===== src/rtl/fc_pkg.sv =====
// Shared dimensions, weight type and fetch FSM encoding for the
// fully-connected layer weight streaming path.
package fc_pkg;

    localparam int NUM_IN     = 400;
    localparam int NUM_OUT    = 120;
    localparam int FIFO_DEPTH = 2;

    typedef logic signed [7:0] weight_t;

    typedef enum logic [1:0] {
        ST_IDLE  = 2'd0,
        ST_FETCH = 2'd1,
        ST_DRAIN = 2'd2
    } fetch_state_e;

    // Counter width for a range of n values; never narrower than one bit.
    function automatic int width_of(input int n);
        return (n > 1) ? $clog2(n) : 1;
    endfunction

endpackage


===== src/rtl/fc_fetch_fifo.sv =====
// Two-entry weight buffer between the synchronous ROM and the consumer.
// Head and count come straight from flops, so push never reaches pop combinationally.
module fc_fetch_fifo
    import fc_pkg::*;
(
    input  logic       clk,
    input  logic       rst,
    input  logic       push,
    input  weight_t    push_data,
    input  logic       pop,
    output logic [1:0] count,
    output weight_t    head
);

    weight_t    mem_q [FIFO_DEPTH];
    weight_t    mem_d [FIFO_DEPTH];
    logic       wr_ptr_q, wr_ptr_d;
    logic       rd_ptr_q, rd_ptr_d;
    logic [1:0] count_q, count_d;

    always_comb begin
        mem_d    = mem_q;
        wr_ptr_d = wr_ptr_q;
        rd_ptr_d = rd_ptr_q;
        if (push) begin
            mem_d[wr_ptr_q] = push_data;
            wr_ptr_d        = ~wr_ptr_q;
        end
        if (pop) begin
            rd_ptr_d = ~rd_ptr_q;
        end
        count_d = count_q + {1'b0, push} - {1'b0, pop};
    end

    always_ff @(posedge clk or posedge rst) begin
        if (rst) begin
            for (int i = 0; i < FIFO_DEPTH; i++) begin
                mem_q[i] <= '0;
            end
            wr_ptr_q <= 1'b0;
            rd_ptr_q <= 1'b0;
            count_q  <= 2'd0;
        end else begin
            mem_q    <= mem_d;
            wr_ptr_q <= wr_ptr_d;
            rd_ptr_q <= rd_ptr_d;
            count_q  <= count_d;
        end
    end

    assign count = count_q;
    assign head  = mem_q[rd_ptr_q];

endmodule


===== src/rtl/fc_weight_fetcher.sv =====
// Streams the full NUM_OUT x NUM_IN weight matrix from an external synchronous
// ROM to a valid/ready consumer, row-major, one word per cycle when unstalled.
module fc_weight_fetcher #(
    parameter  int NUM_IN    = fc_pkg::NUM_IN,
    parameter  int NUM_OUT   = fc_pkg::NUM_OUT,
    parameter  int NUM_WORDS = NUM_IN * NUM_OUT,
    localparam int ADDR_W    = fc_pkg::width_of(NUM_WORDS)
) (
    input  logic                 clk,
    input  logic                 rst,
    input  logic                 start,
    output logic                 busy,
    output logic [ADDR_W-1:0]    rom_addr,
    input  fc_pkg::weight_t      rom_q,
    output fc_pkg::weight_t      w_data,
    output logic                 w_valid,
    input  logic                 w_ready,
    output logic                 w_last_row,
    output logic                 w_last,
    output logic                 done,
    output fc_pkg::fetch_state_e dbg_state,
    output logic [1:0]           dbg_fifo_count
);

    import fc_pkg::*;

    localparam int                COL_W     = width_of(NUM_IN);
    localparam int                ROW_W     = width_of(NUM_OUT);
    localparam logic [ADDR_W-1:0] LAST_ADDR = ADDR_W'(NUM_WORDS - 1);
    localparam logic [COL_W-1:0]  LAST_COL  = COL_W'(NUM_IN - 1);
    localparam logic [ROW_W-1:0]  LAST_ROW  = ROW_W'(NUM_OUT - 1);

    fetch_state_e      state_q, state_d;
    logic [ADDR_W-1:0] addr_q, addr_d;
    logic              inflight_q, inflight_d;
    logic              busy_q, busy_d;
    logic              done_q, done_d;
    logic [COL_W-1:0]  col_q, col_d;
    logic [ROW_W-1:0]  row_q, row_d;

    logic [1:0]        fifo_count;
    weight_t           fifo_head;
    logic              fifo_valid;
    logic              xfer;
    logic              at_last_col;
    logic              at_last_word;
    logic [2:0]        occupancy;
    logic              can_issue;

    // Handshake: a word moves when w_valid && w_ready at a rising edge; while
    // w_valid is high and w_ready low, data and flags hold until accepted.
    assign fifo_valid   = (fifo_count != 2'd0);
    assign xfer         = fifo_valid & w_ready;
    assign at_last_col  = (col_q == LAST_COL);
    assign at_last_word = at_last_col && (row_q == LAST_ROW);

    // Words already buffered plus the one returning from the ROM, minus the
    // one leaving now; a new read is allowed only if a slot is guaranteed.
    assign occupancy = {1'b0, fifo_count} + {2'b0, inflight_q} - {2'b0, xfer};
    assign can_issue = (occupancy <= 3'd1);

    fc_fetch_fifo u_fifo (
        .clk       (clk),
        .rst       (rst),
        .push      (inflight_q),
        .push_data (rom_q),
        .pop       (xfer),
        .count     (fifo_count),
        .head      (fifo_head)
    );

    always_comb begin
        state_d    = state_q;
        addr_d     = addr_q;
        inflight_d = 1'b0;
        busy_d     = busy_q;
        done_d     = 1'b0;
        col_d      = col_q;
        row_d      = row_q;

        case (state_q)
            ST_IDLE: begin
                // The done cycle is still IDLE but must not relaunch a stream.
                if (start && !done_q) begin
                    state_d = ST_FETCH;
                    addr_d  = '0;
                    busy_d  = 1'b1;
                    col_d   = '0;
                    row_d   = '0;
                end
            end
            ST_FETCH: begin
                if (can_issue) begin
                    inflight_d = 1'b1;
                    if (addr_q == LAST_ADDR) begin
                        state_d = ST_DRAIN;
                    end else begin
                        addr_d = addr_q + ADDR_W'(1);
                    end
                end
            end
            ST_DRAIN: begin
            end
            default: begin
                state_d = ST_IDLE;
            end
        endcase

        if (xfer) begin
            if (at_last_word) begin
                col_d   = '0;
                row_d   = '0;
                state_d = ST_IDLE;
                busy_d  = 1'b0;
                done_d  = 1'b1;
            end else if (at_last_col) begin
                col_d = '0;
                row_d = row_q + ROW_W'(1);
            end else begin
                col_d = col_q + COL_W'(1);
            end
        end
    end

    always_ff @(posedge clk or posedge rst) begin
        if (rst) begin
            state_q    <= ST_IDLE;
            addr_q     <= '0;
            inflight_q <= 1'b0;
            busy_q     <= 1'b0;
            done_q     <= 1'b0;
            col_q      <= '0;
            row_q      <= '0;
        end else begin
            state_q    <= state_d;
            addr_q     <= addr_d;
            inflight_q <= inflight_d;
            busy_q     <= busy_d;
            done_q     <= done_d;
            col_q      <= col_d;
            row_q      <= row_d;
        end
    end

    assign busy           = busy_q;
    assign done           = done_q;
    assign rom_addr       = addr_q;
    assign w_valid        = fifo_valid;
    assign w_data         = fifo_valid ? fifo_head : '0;
    assign w_last_row     = fifo_valid & at_last_col;
    assign w_last         = fifo_valid & at_last_word;
    assign dbg_state      = state_q;
    assign dbg_fifo_count = fifo_count;

endmodule

===== config.mk =====
export PLATFORM = sky130hd
export DESIGN_NAME = fc_weight_fetcher
export DESIGN_NICKNAME = d
export VERILOG_FILES = /design/src/rtl/fc_pkg.sv /design/src/rtl/fc_fetch_fifo.sv /design/src/rtl/fc_weight_fetcher.sv
export SDC_FILE = /design/constraint.sdc
export NUM_CORES = 1
export LEC_CHECK = 0
export CAP_MARGIN = 20
export CELL_PAD_IN_SITES_DETAIL_PLACEMENT = 0
export CELL_PAD_IN_SITES_GLOBAL_PLACEMENT = 1
export CORE_MARGIN = 3
export CORE_UTILIZATION = 40
export CTS_BUF_LIST = sky130_fd_sc_hd__clkbuf_4 sky130_fd_sc_hd__clkbuf_8
export DETAILED_ROUTE_END_ITERATION = 7
export DONT_BUFFER_PORTS = 1
export GPL_TIMING_DRIVEN = 1
export PLACE_DENSITY = 0.69
export SYNTH_ARGS = -nofsm -noshare
export SYNTH_HDL_FRONTEND = slang
export SYNTH_SLANG_ARGS = --single-unit
export TNS_END_PERCENT = 100

===== constraint.sdc =====
create_clock -name clk -period 8 [get_ports clk]
set_input_delay 1.6 -clock clk [delete_from_list [all_inputs] [get_ports clk]]
set_output_delay 1.6 -clock clk [all_outputs]
set_load 0.03 [all_outputs]

### Word-level counts from Yosys, hierarchy flattened

Cells that the tools add are included.

* output and inout port bits: 33
* register bits: 57
* input bits: 12

* bitwise gates (word level): 7
* multiplexer cells: 35
* reduce and logical (&&, ||, !) cells: 11
* equality and inequality tests: 8
* add/sub/neg operators: 7
* magnitude comparators: 4

Operators by type and width (count)
* $mux W16: 3
* $mux W9: 5
* $mux W8: 5
* $mux W7: 5
* $pmux W16 S2: 1
* $add A16 B1 Y16 const B: 1
* $bwmux W16: 1
* $eq A16 B16 Y1 const B: 1
* $mux W2: 5
* $add A9 B1 Y9 const B: 1
* $eq A9 B9 Y1 const B: 1
* $demux W8 S1: 1
* $mux W1: 8
* $reduce_bool A2 Y1: 4
* $add A7 B1 Y7 const B: 1
* $eq A7 B7 Y1 const B: 1
* $ne A2 B2 Y1 const B: 3
* $pmux W2 S3: 1
* $ge A2 B2 Y1 const B: 2
* $not A1 Y2: 2
* $reduce_and A4 Y1: 1
* $add A2 B1 Y3: 1
* $and A1 B1 Y1: 3
* $le A3 B1 Y1 const B: 1
* other kinds (11): 14

### Logic depth before layout (Yosys ltp)

Gate-level depths: netlist (run 1).

* depth after elaboration: 8
* mapped depth: 11
* mapped depth without buffers: 9

### Modules after synthesis

From an unflattened synthesis (run 1), not the netlist that was laid out.

* cells, all modules: 281
* area total of the unflattened synthesis: 2985.4 um2

By module, submodules not included
* fc_weight_fetcher: cells each 224, area an instance 2084.5 um2, times used 1
* fc_fetch_fifo: cells each 57, area an instance 900.9 um2, times used 1

### Least setup slack after synthesis (run 1)

No wires, ideal clock.

* kind: input to register
* from: input w_ready
* to: register addr_q[5], in the netlist rom_addr[5]
* stages: 9
* setup time: 78 ps
* path slack: 4168 ps
* arrival: 3754 ps
* cell sequence: o21a_1 nand2_1 o21ai_0 ha_1 fa_1 o31a_2 buf_6 or4_1 a21oi_1

* cells in the longest elaborated chain, start to end: 5

RTL lines
* start: declaration: line fc_weight_fetcher.sv:17 `input logic w_ready,`
* $and A1 B1 Y1: line fc_weight_fetcher.sv:53 `assign xfer = fifo_valid & w_ready;`
* $sub A3 B1 Y3: line fc_weight_fetcher.sv:59 `assign occupancy = {1'b0, fifo_count} + {2'b0, inflight_q} - {2'b0, xfer};`
* via occupancy[1]: line fc_weight_fetcher.sv:47 `logic [2:0] occupancy;`
* $le A3 B1 Y1: line fc_weight_fetcher.sv:60 `assign can_issue = (occupancy <= 3'd1);`
* $ne A2 B2 Y1 (no line)
* $reduce_and A4 Y1 (no line)
* end signal: assignment: line fc_weight_fetcher.sv:136 `addr_q <= addr_d;`
* end: declaration: line fc_weight_fetcher.sv:34 `logic [ADDR_W-1:0] addr_q, addr_d;`

The timed path passes the listed nets, and every way through them passes these cells.
A chain may end at the register's enable or synchronous reset.

### Worst setup path after layout (run 1)

* from: register row_q[0]
* to: output w_last

* cells in the longest elaborated chain, start to end: 3

RTL lines
* start: declaration: line fc_weight_fetcher.sv:39 `logic [ROW_W-1:0] row_q, row_d;`
* start signal: assignment: line fc_weight_fetcher.sv:141 `row_q <= row_d;`
* $eq A7 B7 Y1: line fc_weight_fetcher.sv:55 `assign at_last_word = at_last_col && (row_q == LAST_ROW);`
* $logic_and A1 B1 Y1: line fc_weight_fetcher.sv:55
* $and A1 B1 Y1: line fc_weight_fetcher.sv:151 `assign w_last = fifo_valid & at_last_word;`
* end: declaration: line fc_weight_fetcher.sv:19 `output logic w_last,`

Every way passes these cells.

==> flow_summary.ini, run 1 <==
[clock_tree]
tritoncts = yes
post_cts_buffers = 0
insertion_delay_ns = 0.34
cts_hold_repair.buffers = 0
cts.path.max_buffers = 2
cts.repair.resized = 0
cts-buffers-inserted = 9
clockRootBuffer = clkbuf_8
cts_sinks = 57
clk_pin_slew_ns = 0.07
htree_levels = 3

[outcome]
run_status = complete, no violations

[job]
maxCapViolations = 0

[synth]
yosys-mux-area-fraction_pct = 10.6
synthSimpleGateAreaFrac_pct = 23.6
synth_adder_area_share_pct = 2.32
number_of_enable_type_register_cells_in_the_synthesized_netlist = 0
synth-seq-cells = 57
seq_area_frac_synth_pct = 47.3
synthesis.nets = 316
post_synthesis_async_set_or_reset_flop_share_pct = 100
gate_count_post_synth = 299
syn_avg_cell_area_sq_um = 10.1
warning_count_from_the_yosys_run = 0
synth-xor-area-share_pct = 1.45
main_combinational_cell_family_by_area_after_synthesis = simple AND/OR/NAND/NOR gates
synth_ff_type = dfrtp_1
synth_top_area_cell = dfrtp_1
synth_area_sq_um = 3010
synth_top_area_share_pct = 47.3
synth.distinct_cells = 50
netlist_top_cells_area = dfrtp_1 47%, mux2_2 6.0%, mux2i_1 4.6%
synth_compound_area_share_pct = 11.5

[floorplanning]
floorplan.die_area_sq_um = 8610
start_util_pct = 41.3
die_x_um = 92.8
placementRows = 31
core_area_sq_um = 7290
top_level_ports = 45
chipHeight_um = 92.8

[routing]
routed_via_density = 5.74
remaining_drc_errors = 0
totalWireLength_um = 6680
via_count = 2336
detailedRoute.firstIterationViolations = 68
ant_nets = 0
detail_route.first_pass.iterations = 4
routed_wire_length_per_instance_um = 16.4

[place]
post-place-ws_ns = 3.98
dpl_cell_area_sq_um = 3120
place_inst = 390
place.gp.congestion = 0.752
placement.io_buffers = 0
dp_hpwl_um = 4570

[critical_path]
worst-endpoint-required_ns = 6.40
worstSetupStartpointType = register
crit_path_max_fanout = 5
cpPeakStageDelay_ns = 0.79
timing.critical_path.cells = ha_1 > and4_1 > nand3b_1 > nor3_1
reg2regPathDepth = 8
worstPathArrival_ns = 2.20
timing.setup.critical_path_class = register to output pin
critPathCaptureType = output pin
critical-path-slowest-cell = nor3_1

[cells_and_area]
antenna_cells_inserted = 0
final_core_utilization_pct = 45.8
final_cell_area_sq_um = 3340
nFillCells = 739
finish.cell_count_without_fillers = 407
drive_gt1_share_pct = 14.9
finalNetCount = 320
area.growth.synth_to_final_pct = 10.8

[global_routing]
gr-total-overflow = 0
antenna_found_initial = 0
maximum_number_of_pins_on_one_net_before_global_route_repair = 58
first_global_vias = 2274
grt_first_pass_wirelength_um = 11600
grt_util_all_layers_pct = 17.0

[timing]
timing_worst_slew_pin_value_ns = 0.914
final_min_period_over_clock_period_pct = 47.5
worst_hold_slack_ns = 0.498
fin_skew_ns = 0.00614
setup_ws_ns = 4.20
hold_viol = 0
maxSlewHeadroom_pct = 38.6
tns_ns = 0
slew_violations = 0
fmaxAchievable_ghz = 0.263
finalSetupViolCount = 0
post-route-min-period_ns = 3.80
rsz0062_at_grt = false

[pwr]
fin_total_pwr_mw = 0.826
vdd_drop_max_v = 0.000102
pwr_density_cell_nw_per_um2 = 247
power.leakage_nw = 1.42

[min_path]
min_path_type = register to register
hold_path_depth = 1
==> power breakdown <==
| group | internal, mW | switching [mW] |
|---|---|---|
| Combinational | 0.0514 | 0.105 |
| Clock | 0.175 | 0.124 |
| Sequential | 0.311 | 0.0593 |
| Total | 0.537 | 0.289 |
==> flip-flops by register name, indices dropped and copies added, names as in the netlist <==
name / flops
busy: 1
col_q: 9
dbg_state: 2
done: 1
inflight_q: 1
rom_addr: 16
row_q: 7
u_fifo.count: 2
u_fifo.mem_q: 16
u_fifo.rd_ptr_q: 1
u_fifo.wr_ptr_q: 1
==> final timing paths <==
check,from,endpoint,slack (ns)
worst min register to register,u_fifo.wr_ptr_q$_DFFE_PP0P_,u_fifo.wr_ptr_q$_DFFE_PP0P_,0.50
min in group asynchronous,rst,rom_addr[8]$_DFFE_PP0P_,1.34
worst max register to register,u_fifo.count[1]$_DFF_PP0_,rom_addr[4]$_DFFE_PP0P_,4.87
max in group asynchronous,rst,row_q[1]$_DFF_PP0_,6.17
worst min-delay path,u_fifo.wr_ptr_q$_DFFE_PP0P_,u_fifo.wr_ptr_q$_DFFE_PP0P_,0.50
worst max-delay path,row_q[0]$_DFF_PP0_,w_last,4.20
==> cell type report <==
type	instances	area, sq um	area share (%)
sequential	57	1430	42.7
inverter	12	45.0	1.35
clock buffer	9	124	3.71
clock inverter	7	93.8	2.81
multi-input combinational	219	1500	44.8
timing repair buffer	4	30.0	0.899
tap	99	124	3.71
==> critical path: cells and delay by family, from the launching register on <==
kind	cells	cell delay, ns
adder cells (fa/ha/maj)	1	0.23
flip-flops	1	0.40
AND/OR/NAND/NOR	3	1.23
==> cells in the mapped netlist (2+ instances only) <==
cell type,count
mux2_2,16
a31oi_1,5
xnor2_1,2
a21o_1,2
xor2_1,3
nor3_1,4
nor2_1,20
and2_1,2
inv_1,12
buf_2,2
o31ai_1,10
or4b_4,2
or3_1,3
mux2i_1,14
and4_1,5
a21oi_1,13
nand2b_1,6
ha_1,4
nor4_1,5
clkbuf_1,8
nand3_1,11
and3_1,5
or4_1,9
dfrtp_1,57
o21ai_0,13
nand2_1,30
or2_2,3
nand4_1,11
==> cells by family after synthesis <==
| logic type | count (synthesis) |
|---|---|
| buffers and inverters | 23 |
| AO/OA/AOI/OAI | 54 |
| AND/OR/NAND/NOR | 125 |
| adder cells (fa/ha/maj) | 5 |
| XOR/XNOR | 5 |
| flip-flops | 57 |
| multiplexers | 30 |
==> layout by cell type (no fill, tap or decap), types with 2 or more instances in the layout <==
cell type   instances
or3_1               3
clkinv_2            2
nand2_1            30
a31oi_1             5
mux2_2             16
dfrtp_1            57
nor2_1             20
ha_1                4
or2_2               3
or4_1               9
xnor2_1             2
o31ai_1            10
nor3_1              4
and2_1              2
buf_4               4
bufinv_16           2
nor4_1              5
or4b_4              2
clkinvlp_4          2
nand3_1            11
clkbuf_8            9
a21o_1              2
mux2i_1            14
nand2b_1            6
nand4_1            11
a21oi_1            13
o21ai_0            13
xor2_1              3
inv_1              11
and4_1              5
and3_1              5
==> metal layers <==
metal | routed length [um] | share of wire (%) | GRT usage [%] | up-vias
met1 | 3200 | 48 | 22.9 | 1166
met4 | 102 | 1.5 | 6.59 | 0
met3 | 349 | 5.2 | 5.36 | 7
li1 | - | - | - | 1123
met5 | 0 | 0 | 0 | -
met2 | 3030 | 45 | 25.6 | 40
(Power assumes the default switching activity.)
==> run 2: changes to the inputs <==
Settings changed: PLACE_DENSITY 0.69 to 0.71.
Clock period 8 ns to 3.4 ns, I/O delays scaled along.
==> flow_summary.ini, run 2 (synthesis gave the netlist of run 1 again) <==
[outcome]
run_status = complete, no violations

[cells_and_area]
drive_gt1_share_pct = 16.3
layout.cells.most_common_list = 57 x dfrtp_1, 30 x nand2_1, 20 x nor2_1
finalNetCount = 325
final_common_cell = dfrtp_1
area.growth.synth_to_final_pct = 12.6
nFillCells = 720
antenna_cells_inserted = 0

[routing]
routed_via_density = 5.63
detailedRoute.firstIterationViolations = 105
remaining_drc_errors = 0
totalWireLength_um = 6810
ant_nets = 0
detail_route.first_pass.iterations = 6
routed_wire_length_per_instance_um = 16.5
via_count = 2321

[min_path]
min_path_type = input port to asynchronous set/reset pin

[clock_tree]
cts.repair.resized = 0
post_cts_buffers = 0
insertion_delay_ns = 0.33
clk_pin_slew_ns = 0.07
cts-buffers-inserted = 9
cts_hold_repair.buffers = 0
cts.path.max_buffers = 2
htree_levels = 3
tritoncts = yes
cts_sinks = 57
clockRootBuffer = clkbuf_8

[global_routing]
first_global_vias = 2261
antenna_found_initial = 0
grt_first_pass_wirelength_um = 11400
gr-total-overflow = 0
grt_util_all_layers_pct = 16.9
maximum_number_of_pins_on_one_net_before_global_route_repair = 46

[critical_path]
worstSetupStartpointType = register
timing.setup.critical_path_class = register to register
crit_path_max_fanout = 26
critPathCaptureType = register
worstPathArrival_ns = 3.12
worst-endpoint-required_ns = 3.66

[timing]
finalSetupViolCount = 0
setup_ws_ns = 0.540
rsz0062_at_grt = false
fmaxAchievable_ghz = 0.350
final_min_period_over_clock_period_pct = 84.1
post-route-min-period_ns = 2.86
slew_violations = 0
timing_worst_slew_pin_value_ns = 0.750
hold_viol = 0
maxSlewHeadroom_pct = 49.9
tns_ns = 0
fin_skew_ns = 0.00761

[place]
placement.io_buffers = 0
post-place-ws_ns = 0.293
place.gp.congestion = 0.763
dp_hpwl_um = 4720

[pwr]
p_switching_mw = 0.676
pwr_density_cell_nw_per_um2 = 593
clock_power_share_pct = 36.9
power.leakage_nw = 1.45
total_internal_power_mw = 1.34
sw_share_pct = 33.6
power_frac_seq_pct = 41.2
combPwrFrac_pct = 21.9
vdd_drop_max_v = 0.000279

[job]
maxCapViolations = 0

[floorplanning]
floorplan.die_area_sq_um = 8610
chipHeight_um = 92.8
die_x_um = 92.8
start_util_pct = 41.3
core_area_sq_um = 7290
placementRows = 31
top_level_ports = 45
==> run 2: cell types whose count changed in the layout (fill, tap and decap cells not counted), sizes merged <==
cell and delta:
inv -1, clkinv -2, clkbuf +3, buf +5
==> run 2: path summary, 6_finish.rpt <==
path / start / end / slack, ns / cells past startpoint
min in group clk: rom_q[5] / u_fifo.mem_q[5]$_DFFE_PP0P_ / 0.49 / 1
worst max-delay path: u_fifo.count[1]$_DFF_PP0_ / rom_addr[13]$_DFFE_PP0P_ / 0.54 / 8
worst min register to register: u_fifo.wr_ptr_q$_DFFE_PP0P_ / u_fifo.wr_ptr_q$_DFFE_PP0P_ / 0.51 / 1
worst max register to register: u_fifo.count[1]$_DFF_PP0_ / rom_addr[13]$_DFFE_PP0P_ / 0.54 / 8
max in group asynchronous: rst / row_q[1]$_DFF_PP0_ / 2.38 / 2
worst min-delay path: rst / u_fifo.mem_q[13]$_DFFE_PP0P_ / 0.16 / 1
==> run 2: layout make-up <==
| type | count | area [sq um] | share of cell area [%] |
|---|---|---|---|
| clock inverter | 4 | 75.1 | 2.21 |
| clock buffer | 12 | 159 | 4.68 |
| tap | 99 | 124 | 3.65 |
| inverter | 12 | 45.0 | 1.33 |
| multi-input combinational | 219 | 1500 | 44.1 |
| timing repair buffer | 9 | 67.6 | 1.99 |
| sequential | 57 | 1430 | 42.0 |
==> run 2: power by group through the flow <==
stage | Sequential (mW) | Combinational, mW | Clock [mW]
global route | 0.841 | 0.494 | 0.790
floorplan | 0.836 | 0.340 | 0
CTS | 0.830 | 0.450 | 0.766
global placement | 0.842 | 0.441 | 0
detailed placement | 0.842 | 0.450 | 0
finish | 0.829 | 0.441 | 0.744
==> run 2: metal layers <==
metal	GRT usage [%]	up-vias	wire length (um)
met2	25.8	45	3080
met4	8.06	0	144
li1	-	1131	-
met5	0	-	0
met1	22.1	1135	3210
met3	4.71	10	378
==> run 2: per-stage QoR <==
step                util [%]  total power, mW  hold slack, ns  cells  cell area [sq um]
finish                  46.6             2.01           0.160    412               3390
global route            46.6             2.12           0.171    412               3390
CTS                     46.6             2.05           0.158    412               3390
detailed placement      43.3             1.29           0.494    396               3160
global placement        43.3             1.28           0.477    396               3160
floorplan                  -             1.18           0.463    299               3010
==> run 2: worst max-delay path: stages (launching register included) <==
cell and delay, ns:
dfrtp_1 0.40, o21a_1 0.26, nand2_1 0.13, o21ai_0 0.09, ha_1 0.20, fa_1 0.46
o31a_2 0.53, or4_1 0.55, a21oi_1 0.15
==> run 3: changes to the inputs <==
Settings changed: ABC_AREA set to 1, PLACE_DENSITY 0.71 to 0.72.
Clock period 3.4 ns to 2.95 ns, I/O delays scaled along.
==> flow_summary.ini, run 3 <==
[timing]
fmaxAchievable_ghz = 0.380
rsz0062_at_grt = false
maxSlewHeadroom_pct = 52.3
fin_skew_ns = 0.0102
tns_ns = 0
setup_ws_ns = 0.320
finalSetupViolCount = 0
timing_worst_slew_pin_value_ns = 0.718
final_min_period_over_clock_period_pct = 89.2
post-route-min-period_ns = 2.63
slew_violations = 0
worst_hold_slack_ns = 0.0762
hold_viol = 0

[pwr]
power.leakage_nw = 1.67
fin_total_pwr_mw = 3.29
vdd_drop_max_v = 0.000343
pwr_density_cell_nw_per_um2 = 920

[synth]
synth-seq-cells = 57
synth_top_area_share_pct = 44.3
seq_area_frac_synth_pct = 44.3
synth_area_sq_um = 3220
netlist_top_cells_area = dfrtp_1 44%, nand2_1 15%, nand3_1 6.2%
syn_avg_cell_area_sq_um = 7.42
synthesis.nets = 451
synth_ff_type = dfrtp_1
yosys.cell_count.top_type = nand2_1
number_of_enable_type_register_cells_in_the_synthesized_netlist = 0
post_synthesis_async_set_or_reset_flop_share_pct = 100
synth.distinct_cells = 31
warning_count_from_the_yosys_run = 0
gate_count_post_synth = 434
synth_top_area_cell = dfrtp_1
synth_top_cells_by_count = 127 x nand2_1, 57 x dfrtp_1, 52 x inv_1

[routing]
totalWireLength_um = 7470
detailedRoute.firstIterationViolations = 148
remaining_drc_errors = 0
routed_wire_length_per_instance_um = 13.6
ant_nets = 0
detail_route.first_pass.iterations = 4
routed_via_density = 5.01
via_count = 2748

[min_path]
min_path_type = input port to asynchronous set/reset pin

[clock_tree]
clockRootBuffer = clkbuf_8
post_cts_buffers = 0
cts_hold_repair.buffers = 0
insertion_delay_ns = 0.33
cts.path.max_buffers = 2
cts-buffers-inserted = 9
tritoncts = yes
htree_levels = 3
cts.repair.resized = 0
clk_pin_slew_ns = 0.07
cts_sinks = 57

[global_routing]
use_met1_pct = 23.6
met3_usage_pct = 6.33
grt-busiest-layer = met2
antenna_found_initial = 0
grt_first_pass_wirelength_um = 12500
first_global_vias = 2517
gr-total-overflow = 0
grt_util_all_layers_pct = 17.8
maximum_number_of_pins_on_one_net_before_global_route_repair = 30
grt.met2_usage_pct = 27.5

[floorplanning]
die_x_um = 95.7
placementRows = 32
start_util_pct = 41.5
top_level_ports = 45
floorplan.die_area_sq_um = 9160
chipHeight_um = 95.7
core_area_sq_um = 7770

[cells_and_area]
finalNetCount = 458
area.growth.synth_to_final_pct = 11.0
antenna_cells_inserted = 0
final_common_cell = nand2_1
nFillCells = 817
drive_gt1_share_pct = 7.62
layout.cells.most_common_list = 127 x nand2_1, 57 x dfrtp_1, 51 x inv_1

[critical_path]
timing.critical_path.max_delay_family = simple AND/OR/NAND/NOR gates
crit_path_max_fanout = 5
timing.critical_path.cells = ha_1 > nand2_1 > nor3_1 > inv_1 > nor2_1
cpPeakStageDelay_ns = 0.49
critical-path-slowest-cell = nor2_1
worstSetupStartpointType = register
r2r_setup_slk_ns = 0.41
worstPathArrival_ns = 2.04
number_of_buffers_and_inverters_on_the_critical_path = 1
worst-endpoint-required_ns = 2.36
critPathCaptureType = output pin
timing.setup.critical_path_class = register to output pin

[outcome]
run_status = complete, no violations

[place]
post-place-ws_ns = 0.331
place.gp.congestion = 0.848
dp_hpwl_um = 5380
placement.io_buffers = 0

[job]
maxCapViolations = 0
-- run 3: cell count changes after synthesis, sizes merged, moves of 10 or more --
| cell | delta |
|---|---|
| nand2 | +98 |
| inv | +40 |
| nand3 | +30 |
| nor2 | +27 |
| o21ai | +22 |
| mux2 | -16 |
| mux2i | -14 |
| o31ai | -10 |
-- run 3: kinds of logic after synthesis --
kind of cell,after synthesis,share of synthesized area [%]
XOR/XNOR,12,3.26
adder cells (fa/ha/maj),5,2.18
AND/OR/NAND/NOR,239,32.6
flip-flops,57,44.3
AO/OA/AOI/OAI,58,9.67
buffers and inverters,63,7.96
-- run 3: worst paths after layout --
kind / start / endpoint / cells past startpoint
max: row_q[0]$_DFF_PP0_ / w_last / 5
min: rst / col_q[1]$_DFFE_PP0P_ / 1
max reg2reg: u_fifo.count[0]$_DFF_PP0_ / rom_addr[4]$_DFFE_PP0P_ / 14
min reg2reg: u_fifo.mem_q[15]$_DFFE_PP0P_ / u_fifo.mem_q[15]$_DFFE_PP0P_ / 2
max in group asynchronous: rst / rom_addr[3]$_DFFE_PP0P_ / 2
min in group clk: rom_q[1] / u_fifo.mem_q[9]$_DFFE_PP0P_ / 2
-- run 3: worst register-to-register path, stage by stage, from the launching register on --
cell,delay [ns]
dfrtp_1,0.40
nor2_1,0.23
nor2_4,0.08
nand2_1,0.10
o21ai_0,0.10
ha_1,0.20
fa_1,0.50
a21oi_1,0.05
o211ai_1,0.10
nand2_1,0.07
nand2_1,0.08
buf_4,0.27
inv_1,0.14
nand2_1,0.08
nand2_1,0.05
-- run 3: cell type report --
| type | instances | area, sq um | area share, % |
|---|---|---|---|
| timing repair buffer | 7 | 52.6 | 1.47 |
| clock buffer | 12 | 159 | 4.45 |
| inverter | 52 | 195 | 5.46 |
| multi-input combinational | 314 | 1540 | 43.0 |
| tap | 102 | 128 | 3.57 |
| sequential | 57 | 1430 | 39.9 |
| clock inverter | 4 | 75.1 | 2.10 |
-- run 3: through the flow --
step,util [%],area [sq um],instances
2_1_floorplan,-,3220,434
3_3_place_gp,43.0,3340,532
3_5_place_dp,43.0,3340,532
4_1_cts,46.0,3570,548
5_1_grt,46.0,3570,548
6_report,46.0,3570,548
-- run 3: routing by layer --
metal	wire length, um	vias to the layer above
li1	-	1420
met1	3550	1273
met2	3500	50
met3	376	5
met4	48	0
met5	0	-
-- run 3: power by group --
group / internal (mW) / switching [mW]
combinational: 0.333 / 0.826
sequential: 1.00 / 0.269
clock: 0.532 / 0.323
